==> src/rtl/gray_step_arbiter.sv <==
// Round-robin sequencer that lends a shared 3-bit gray step counter to two requesters
// for bursts of 1..8 increments, reporting completion and whether the counter wrapped.
module gray_step_arbiter (
  input  logic       Clk,
  input  logic       Reset,
  input  logic       Req0,
  input  logic       Req1,
  input  logic [2:0] Len0,
  input  logic [2:0] Len1,
  input  logic       CntOverflow,
  output logic       Gnt0,
  output logic       Gnt1,
  output logic       CntEn,
  output logic       CntReset,
  output logic       Done0,
  output logic       Done1,
  output logic       Wrap,
  output logic       Busy
);

  localparam int unsigned LEN_W = 3;
  localparam int unsigned REM_W = 4;

  typedef enum logic [1:0] {IDLE, RUN, DONE, CLEAR} state_t;

  state_t           state, state_n;
  logic [REM_W-1:0] rem, rem_n;
  logic             owner, owner_n;
  logic             last, last_n;
  logic             ovf0, ovf0_n;
  logic             gnt0_n, gnt1_n, en_n, clr_n, done0_n, done1_n, wrap_n, busy_n;
  logic             pick;
  logic [LEN_W-1:0] len_pick;

  // Both requesting: serve whoever did not go last; otherwise the lone requester.
  always_comb begin
    pick     = (Req0 & Req1) ? ~last : Req1;
    len_pick = pick ? Len1 : Len0;
  end

  always_comb begin
    state_n = state;
    rem_n   = rem;
    owner_n = owner;
    last_n  = last;
    ovf0_n  = ovf0;
    gnt0_n  = Gnt0;
    gnt1_n  = Gnt1;
    en_n    = CntEn;
    clr_n   = 1'b0;
    done0_n = 1'b0;
    done1_n = 1'b0;
    wrap_n  = 1'b0;
    busy_n  = Busy;
    case (state)
      IDLE: begin
        if (Req0 | Req1) begin
          state_n = RUN;
          gnt0_n  = ~pick;
          gnt1_n  = pick;
          en_n    = 1'b1;
          busy_n  = 1'b1;
          owner_n = pick;
          last_n  = pick;
          rem_n   = (len_pick == '0) ? REM_W'(8) : REM_W'(len_pick);
          ovf0_n  = CntOverflow;
        end
      end
      RUN: begin
        // Live overflow at the final step edge so a wrap on the last increment is seen.
        if (rem == REM_W'(1)) begin
          state_n = DONE;
          en_n    = 1'b0;
          done0_n = ~owner;
          done1_n = owner;
          wrap_n  = CntOverflow & ~ovf0;
        end else begin
          rem_n = REM_W'(rem - REM_W'(1));
        end
      end
      DONE: begin
        gnt0_n = 1'b0;
        gnt1_n = 1'b0;
        if (CntOverflow) begin
          state_n = CLEAR;
          clr_n   = 1'b1;
        end else begin
          state_n = IDLE;
          busy_n  = 1'b0;
        end
      end
      CLEAR: begin
        state_n = IDLE;
        busy_n  = 1'b0;
      end
      default: begin
        state_n = IDLE;
        gnt0_n  = 1'b0;
        gnt1_n  = 1'b0;
        en_n    = 1'b0;
        busy_n  = 1'b0;
      end
    endcase
  end

  always_ff @(posedge Clk or posedge Reset) begin
    if (Reset) begin
      state    <= IDLE;
      rem      <= '0;
      owner    <= 1'b0;
      last     <= 1'b1;
      ovf0     <= 1'b0;
      Gnt0     <= 1'b0;
      Gnt1     <= 1'b0;
      CntEn    <= 1'b0;
      CntReset <= 1'b0;
      Done0    <= 1'b0;
      Done1    <= 1'b0;
      Wrap     <= 1'b0;
      Busy     <= 1'b0;
    end else begin
      state    <= state_n;
      rem      <= rem_n;
      owner    <= owner_n;
      last     <= last_n;
      ovf0     <= ovf0_n;
      Gnt0     <= gnt0_n;
      Gnt1     <= gnt1_n;
      CntEn    <= en_n;
      CntReset <= clr_n;
      Done0    <= done0_n;
      Done1    <= done1_n;
      Wrap     <= wrap_n;
      Busy     <= busy_n;
    end
  end

endmodule

==> config.mk <==
export PLATFORM = sky130hd
export DESIGN_NAME = gray_step_arbiter
export DESIGN_NICKNAME = d
export VERILOG_FILES = /design/src/rtl/gray_step_arbiter.sv
export SDC_FILE = /design/constraint.sdc
export NUM_CORES = 1
export LEC_CHECK = 0
export ABC_CLOCK_PERIOD_IN_PS = 1600
export BUFFER_PORTS_ARGS = -buffer_cell sky130_fd_sc_hd__buf_2
export CELL_PAD_IN_SITES_DETAIL_PLACEMENT = 1
export CELL_PAD_IN_SITES_GLOBAL_PLACEMENT = 1
export CORE_MARGIN = 3
export CORE_UTILIZATION = 40
export CTS_BUF_LIST = sky130_fd_sc_hd__clkbuf_4 sky130_fd_sc_hd__clkbuf_8 sky130_fd_sc_hd__clkbuf_16
export CTS_CLUSTER_DIAMETER = 120
export DETAILED_ROUTE_END_ITERATION = 10
export GPL_TIMING_DRIVEN = 0
export PLACE_DENSITY = 0.87
export SKIP_LAST_GASP = 1
export SLEW_MARGIN = 20
export SYNTH_ARGS = -nofsm -noshare
export SYNTH_HDL_FRONTEND = slang
export SYNTH_SLANG_ARGS = --single-unit
==> constraint.sdc <==
create_clock -name Clk -period 1.6 [get_ports Clk]
set_input_delay 0.08 -clock Clk [delete_from_list [all_inputs] [get_ports Clk]]
set_output_delay 0.08 -clock Clk [all_outputs]
set_load 0.02 [all_outputs]
# ---- Yosys cells after proc, flatten, opt, wreduce, memory -nomap -nowiden
# Cells that the tools add are included.
# Widths: inputs -> output; s select.
dict set report totals {
  ff_bits 17
  output_inout_bits 8
  elab_cells 67
}
dict set report classes {
  n_addsub 1
  eq_ne 8
  muxes 27
  bitwise 7
  n_reduce_logical 11
}
# op count
set op_table {}
lappend op_table {{$mux 1} 14}
lappend op_table {{$mux 4} 3}
lappend op_table {{$reduce_and 3->1} 3}
lappend op_table {{$ne 2x2->1 const B} 4}
lappend op_table {{$pmux 2 s4} 1}
lappend op_table {{$pmux 4 s2} 1}
lappend op_table {{$mux 2} 3}
lappend op_table {{$pmux 1 s2} 3}
lappend op_table {{$reduce_and 2->1} 3}
lappend op_table {{$eq 2x2->1 const B} 2}
lappend op_table {{$eq 4x1->1 const B} 1}
lappend op_table {{$not 1->1} 4}
lappend op_table {{$reduce_bool 2->1} 2}
lappend op_table {{$sub 4x1->4 const B} 1}
lappend op_table {{$logic_not 3->1} 1}
lappend op_table {{$mux 3} 1}
lappend op_table {{$pmux 1 s3} 1}
lappend op_table {{$reduce_bool 3->1} 1}
lappend op_table {{$and 1x1->1} 2}
lappend op_table {{$eq 2x1->1 const B} 1}
lappend op_table {{$logic_not 2->1} 1}
lappend op_table {{$or 1x1->1} 1}

# ---- Longest topological paths before layout
# Gate-level depths: netlist of the first run.
dict set report logic_depth {
  word_depth 7
  depth_mapped 6
  mapped_depth_nobuf 6
}

# ---- Least setup slack after synthesis of the first run
# No wires, ideal clock.
dict set report synth_timing {
  path_type {register -> register}
  start {register last}
  end {register rem[0]}
  setup_time_ns 0.130
  arrival_time_ns 1.139
  setup_slack_ns 0.331
  stages_incl_launch_ff 5
  n_path_buf 0
  synth_period_minus_slack_ns 1.269
  path_cell_list {dfstp_2 > a21boi_4 > mux2_4 > o211ai_1 > o21ai_0}
}
dict set report synth_via {
  elab_chain_len 7
}
# item line_no
set synth_rtl {}
lappend synth_rtl {{start: declaration} 29} ;# logic last, last_n;
lappend synth_rtl {{start signal: assignment} 125} ;# last <= last_n;
lappend synth_rtl {{$not 1->1 (*)} 37} ;# pick = (Req0 & Req1) ? ~last : Req1;
lappend synth_rtl {{$mux 1 (*)} 37}
lappend synth_rtl {{$mux 3 (*)} 38} ;# len_pick = pick ? Len1 : Len0;
lappend synth_rtl {{$logic_not 3->1} 65} ;# rem_n = (len_pick == '0) ? REM_W'(8) : REM_W'(len_pick);
lappend synth_rtl {{$mux 4 (*)} 65}
lappend synth_rtl {{$mux 4 (*)} 57} ;# if (Req0 | Req1) begin
lappend synth_rtl {{$pmux 4 s2 (*)} 55} ;# case (state)
lappend synth_rtl {{end signal: assignment} 123} ;# rem <= rem_n;
lappend synth_rtl {{end: declaration} 27} ;# logic [REM_W-1:0] rem, rem_n;
# Every way passes the cells marked *; elsewhere a longest branch is shown, timed or not. The select of a mux whose other input is x is not followed.
# A chain may end at the register's enable or synchronous reset.

# ---- Worst setup path after layout of the first run
dict set report layout_timing {
  start {register state[0]}
  end {register rem[2]}
}
dict set report layout_via {
  elab_chain_len 3
  elab_cells_between_ends 7
}
# item line_no
set layout_rtl {}
lappend layout_rtl {{start: declaration} 26} ;# state_t state, state_n;
lappend layout_rtl {{start signal: assignment} 122} ;# state <= state_n;
lappend layout_rtl {{$eq 2x1->1 / $logic_not 2->1 (equally long branches)} 55}
lappend layout_rtl {{$ne 2x2->1 (no source line) / $reduce_bool 2->1 (equally long branches)} -}
lappend layout_rtl {{$reduce_and 3->1 (no source line)} -}
# Parallel ways exist; a longest one is shown, timed or not.

==> impl_metrics.py, run 1 <==
metrics = {
    "min_path": {
        "worstHoldPathType": "in -> reg",
    },
    "routing": {
        "vias": 667,
        "wl_per_cell_um": 13.36,
        "drc": 0,
        "routed_wl_mm": 1.710,
        "drt-vias-per-instance": 5.211,
        "ant_nets": 0,
        "dr.pass1.iters": 4,
        "drtIter0Drc": 2,
    },
    "logic_synthesis": {
        "synth_cells": 78,
        "synthesis.area_um2": 845.8,
        "synthTopCellsByArea": "dfrtp_1, nand2_1, mux2_4, dfstp_2, a21oi_1",
        "postSynthAreaPerCell_um2": 10.84,
        "yosys_warnings": 0,
        "async_reset_ff_frac": 1.000,
        "synth_seq_cells": 17,
        "synth_top_area_cell": "dfrtp_1",
        "synth_nets": 91,
        "ys_seq_area_frac": 0.5044,
        "synth_flop_cell": "dfrtp_1",
        "yosys-top-cells-count": "dfrtp_1, nand2_1, a21oi_1, inv_1, nor2_1",
        "synth-edff-count": 0,
        "synth.top_cell.area_share": 0.4734,
        "yosysMostFrequentCell": "dfrtp_1",
        "synthDistinctLibCells": 31,
    },
    "sta": {
        "worst_pin_slew_ps": 628.8,
        "grt_setup_unrepaired": "false",
        "setup_tns_ps": 0,
        "fin_skew_ps": 5.426,
        "drv_slew": 0,
        "slew_headroom": 0.5804,
        "fin_crit_sh": 0.9135,
        "max_freq_ghz": 0.6842,
        "fin_crit_ps": 1462,
        "hold_violations": 0,
        "setup_viol": 0,
    },
    "floorplan": {
        "die-height_um": 51.99,
        "placementRows": 16,
        "die_area_um2": 2702,
        "core_area_um2": 1982,
        "initial_core_util": 0.4268,
        "die_x_um": 51.99,
        "io_pins": 19,
    },
    "grt": {
        "grt_pass1_wl_mm": 3.001,
        "grt_max_degree": 18,
        "grt-ovfl-total": 0,
        "grtUsageTotal": 0.1536,
        "grt_pass1_vias": 688,
        "antenna_found_initial": 0,
    },
    "finish": {
        "drive_gt1_frac": 0.3465,
        "nets": 115,
        "stdcell_count": 128,
        "final_core_util": 0.5095,
        "area_growth_syn_to_layout_pct": 19.38,
        "antennaDiodeCount": 0,
    },
    "clock_tree": {
        "clockBufferDepth": 2,
        "cts_buffers": 3,
        "clockRootBuffer": "clkbuf_4",
        "clk_pin_slew_worst_paths_ps": 100,
        "htreeDepth": 1,
        "tritoncts": "built",
        "clock_latency_ps": 290,
        "cts.sinks": 17,
    },
    "critical_path": {
        "ff2ff_setup_slack_ps": 140,
        "cp.required_ps": 1770,
        "critPathKind": "reg -> reg",
        "worstSetupEndpointType": "flip-flop",
        "cp-start-kind": "flip-flop",
        "critPathMaxFanout": 8,
        "cp.arrival_ps": 1630,
    },
    "placed_design": {
        "placement.io_buffers": 18,
        "place.gp.congestion": 0.6572,
        "hpwl_mm": 1.373,
        "dp_cells": 123,
    },
    "power": {
        "power.density_nw_per_um2": 1762,
        "max-vdd-ir-drop_v": 0.001206,
        "power.leakage_uw": 0.0004952,
    },
    "run": {
        "max_cap_viol_count": 0,
    },
    "outcome": {
        "status": "finished, final reports clean",
    },
}
[final timing paths]
kind                       endpoint  cells after the start  startpoint
max                          rem[2]                      4    state[0]
min                            last                      2        Req0
max reg2reg                  rem[2]                      4    state[0]
min reg2reg                    Wrap                      1        ovf0
max in group asynchronous    rem[1]                      3       Reset
min in group asynchronous  state[1]                      3       Reset
[report_power, final]
group          internal (uW)  switching, uW
Combinational            350            442
Sequential               600            140
Clock                    114            133
Total                   1060            715
[state kept, by name, indices dropped and copies added (netlist names)]
| register | cells |
|---|---|
| Gnt0 | 1 |
| owner | 1 |
| Wrap | 1 |
| Busy | 1 |
| last | 1 |
| ovf0 | 1 |
| CntEn | 1 |
| Gnt1 | 1 |
| state | 2 |
| CntReset | 1 |
| rem | 4 |
| Done1 | 1 |
| Done0 | 1 |
[worst max-delay path, stage by stage (launching register included)]
cell      delay [ps]
dfrtp_1          470
nor2_1           280
o21ai_2          180
a211oi_1         320
a311oi_2          80
[logic make-up (layout without fill, tap and decap cells)]
family                   after synthesis  in the layout  synth area share
AO/OA/AOI/OAI                         21             21            0.2041
buffers and inverters                  6             29           0.03107
adder cells (fa/ha/maj)                2              2           0.02958
AND/OR/NAND/NOR                       29             29            0.1820
flip-flops                            17             17            0.5044
multiplexers                           3              3           0.04882
[layer usage]
layer	up-vias	global-route usage	part of all wire
met2	17	0.2678	0.51
met3	2	0.05158	0.049
met1	329	0.1676	0.43
met4	0	0.06550	0.0099
li1	319	-	-
met5	-	0	0
[cell type report]
type / instances / area, um^2
plain buffers: 1 / 7.507
clock buffers: 4 / 30.03
fillers: 233 / 972.2
inverters: 5 / 18.77
multi-input cells: 55 / 392.9
flip-flops and latches: 17 / 426.7
well taps: 27 / 33.78
repair buffers: 19 / 100.1
[placed cells by master, fill, tap and decap left out, drive strengths merged, types with 2 or more instances in the layout]
master / n
nor2: 5
a211oi: 2
a21oi: 7
clkbuf: 4
dfrtp: 16
buf: 19
nor3b: 2
inv: 5
ha: 2
o22ai: 2
nand2: 9
nor2b: 3
o21ai: 5
nand2b: 4
mux2: 3
[what timing repair did]
action,4_1_cts,5_1_grt
gates resized for setup,0,0
setup buffers,0,0
hold endpoints to repair,16,0
hold buffers,1,0
[per-stage QoR]
stage	setup slack [ps]	area [um^2]	hold slack, ps	power, uW
floorplan	330.8	845.8	5.340	1340
global placement	216.9	969.7	190.6	1492
detailed placement	158.1	969.7	191.9	1556
CTS	125.8	1010	13.77	1811
global route	20.98	1010	11.34	1935
finish	138.5	1010	21.83	1780
(Power assumes the default switching activity.)
==> run 2, diff against run 1 <==
- RECOVER_POWER: unset -> 100
==> run 2 against run 1 <==
First-iteration DRC count rose to 3.0 times the previous value. Final area down 1.7%. Wire length up 0.64%. Flip-flop and latch count unchanged. Clock-buffer cell count unchanged. Fmax up 0.22%. Total power down 1.9%. Clock power about the same. Largest cell class unchanged.
==> impl_metrics.py, run 2 (synthesized netlist as in run 1, its figures left out) <==
metrics = {
    "routing": {
        "dr.pass1.iters": 2,
        "wl_per_cell_um": 13.45,
        "drt-vias-per-instance": 5.141,
        "drtIter0Drc": 6,
        "vias": 658,
        "ant_nets": 0,
        "routed_wl_mm": 1.721,
        "drc": 0,
    },
    "sta": {
        "setup_tns_ps": 0,
        "worst_pin_slew_ps": 617.2,
        "fin_skew_ps": 8.553,
        "hold_violations": 0,
        "slew_headroom": 0.5881,
        "drv_slew": 0,
        "fin_crit_sh": 0.9115,
        "max_freq_ghz": 0.6857,
        "grt_setup_unrepaired": "false",
        "fin_crit_ps": 1458,
        "setup_viol": 0,
    },
    "critical_path": {
        "critical_path.cell_chain": "nor2_1, o21ai_2, a211oi_1, a311oi_2",
        "slowest_stage": "dfrtp_1",
        "worstSetupEndpointType": "flip-flop",
        "critPathMaxFanout": 8,
        "cp.required_ps": 1770,
        "critPathKind": "reg -> reg",
        "crit_path_max_incr_delay_ps": 460,
        "cp-start-kind": "flip-flop",
        "cp.arrival_ps": 1620,
    },
    "min_path": {
        "worstHoldPathType": "in -> reg",
    },
    "floorplan": {
        "die_x_um": 51.99,
        "die-height_um": 51.99,
        "die_area_um2": 2702,
        "placementRows": 16,
        "initial_core_util": 0.4268,
        "core_area_um2": 1982,
        "io_pins": 19,
    },
    "finish": {
        "antennaDiodeCount": 0,
        "nets": 115,
        "top_register": "rem",
        "drive_gt1_frac": 0.2673,
        "num-fill-cells": 233,
        "multi_input_area_um2": 385.4,
        "reg.largest.list": "rem x4, state x2",
        "stdcell_count": 128,
        "seq_area_um2": 426.7,
        "final_cell_mix": "dfrtp_1, buf_2, nand2_1",
        "final_common_cell": "dfrtp_1",
        "largest_reg_flops": 4,
        "area_growth_syn_to_layout_pct": 17.31,
    },
    "power": {
        "power.density_nw_per_um2": 1759,
        "power.share.sequential": 0.425,
        "power.leakage_uw": 0.0004688,
        "p_clk_frac": 0.143,
        "intPower_uw": 1038,
        "p_sw_uw": 707.2,
        "combPwrFrac": 0.433,
        "max-vdd-ir-drop_v": 0.001195,
        "power_switching_share": 0.4051,
    },
    "grt": {
        "antenna_found_initial": 0,
        "grt_pass1_wl_mm": 3.001,
        "grt_pass1_vias": 688,
        "grt-ovfl-total": 0,
        "grtUsageTotal": 0.1536,
        "grt_max_degree": 18,
    },
    "placed_design": {
        "place.gp.congestion": 0.6572,
        "dp_cells": 123,
        "hpwl_mm": 1.373,
        "placement.io_buffers": 18,
    },
    "clock_tree": {
        "clockRootBuffer": "clkbuf_4",
        "clk_pin_slew_worst_paths_ps": 100,
        "post_cts_buffers": 0,
        "post_cts_resized": 0,
        "cts_buffers": 3,
        "clockBufferDepth": 2,
        "tritoncts": "built",
        "htreeDepth": 1,
        "clock_latency_ps": 300,
        "cts.sinks": 17,
        "hold_buffers": 1,
    },
    "outcome": {
        "status": "finished, final reports clean",
    },
    "run": {
        "max_cap_viol_count": 0,
    },
}
## run 2: cell types whose count changed in the layout (fill, tap and decap cells not counted)
cell,delta
buf_2,-8
clkbuf_1,+8
o22ai_2,+1
o22ai_4,-1
or2_0,+1
or2_1,-1
## run 2: path summary, 6_finish.rpt
| path | from | endpoint | slack (ps) | depth (start not counted) |
|---|---|---|---|---|
| worst max register to register | state[0] | rem[2] | 140 | 4 |
| worst min register to register | ovf0 | Wrap | 460 | 1 |
| max in group asynchronous | Reset | rem[3] | 790 | 3 |
| worst max-delay path | state[0] | rem[2] | 140 | 4 |
| worst min-delay path | Req0 | last | 20 | 2 |
| min in group asynchronous | Reset | state[1] | 400 | 3 |
## run 2: layout make-up
type,instances,share of cell area
buffer,1,0.007566
clock buffer,4,0.03026
inverter,5,0.01892
multi-input combinational,55,0.3884
sequential,17,0.4300
tap,27,0.03405
timing repair buffer,19,0.09079
## run 2: routing by layer
metal / part of all wire / vias to the layer above / routed length [um] / GRT usage
li1: - / 319 / - / -
met1: 0.43 / 319 / 746 / 0.1676
met5: 0 / - / 0 / 0
met4: 0.015 / 0 / 25 / 0.06550
met2: 0.50 / 16 / 860 / 0.2678
met3: 0.051 / 4 / 88 / 0.05158
## run 2: power by group through the flow
stage                     clock network, uW  registers, uW  logic, uW
final                                   249            742        755
after global routing                    278            767        855
after CTS                               258            743        810
after detailed placement                  0            750        806
after global placement                    0            734        758
after floorplan                           0            779        561
## run 2: metrics by stage
step                setup slack [ps]  hold slack (ps)  power, uW  utilization  cell area (um^2)
floorplan                      330.8            5.340       1340            -             845.8
global placement               216.9            190.6       1492       0.4893             969.7
detailed placement             158.1            191.9       1556       0.4893             969.7
CTS                            125.8            13.77       1811       0.5095              1010
global route                   20.97            11.34       1900       0.5006             992.2
finish                         141.6            18.15       1745       0.5006             992.2
## run 2: critical path: cells and delay by family, from the launching register on
family / cells / cell delay (ps)
DFF: 1 / 460
and+or+nand+nor: 1 / 280
AOI/OAI and AO/OA: 3 / 580
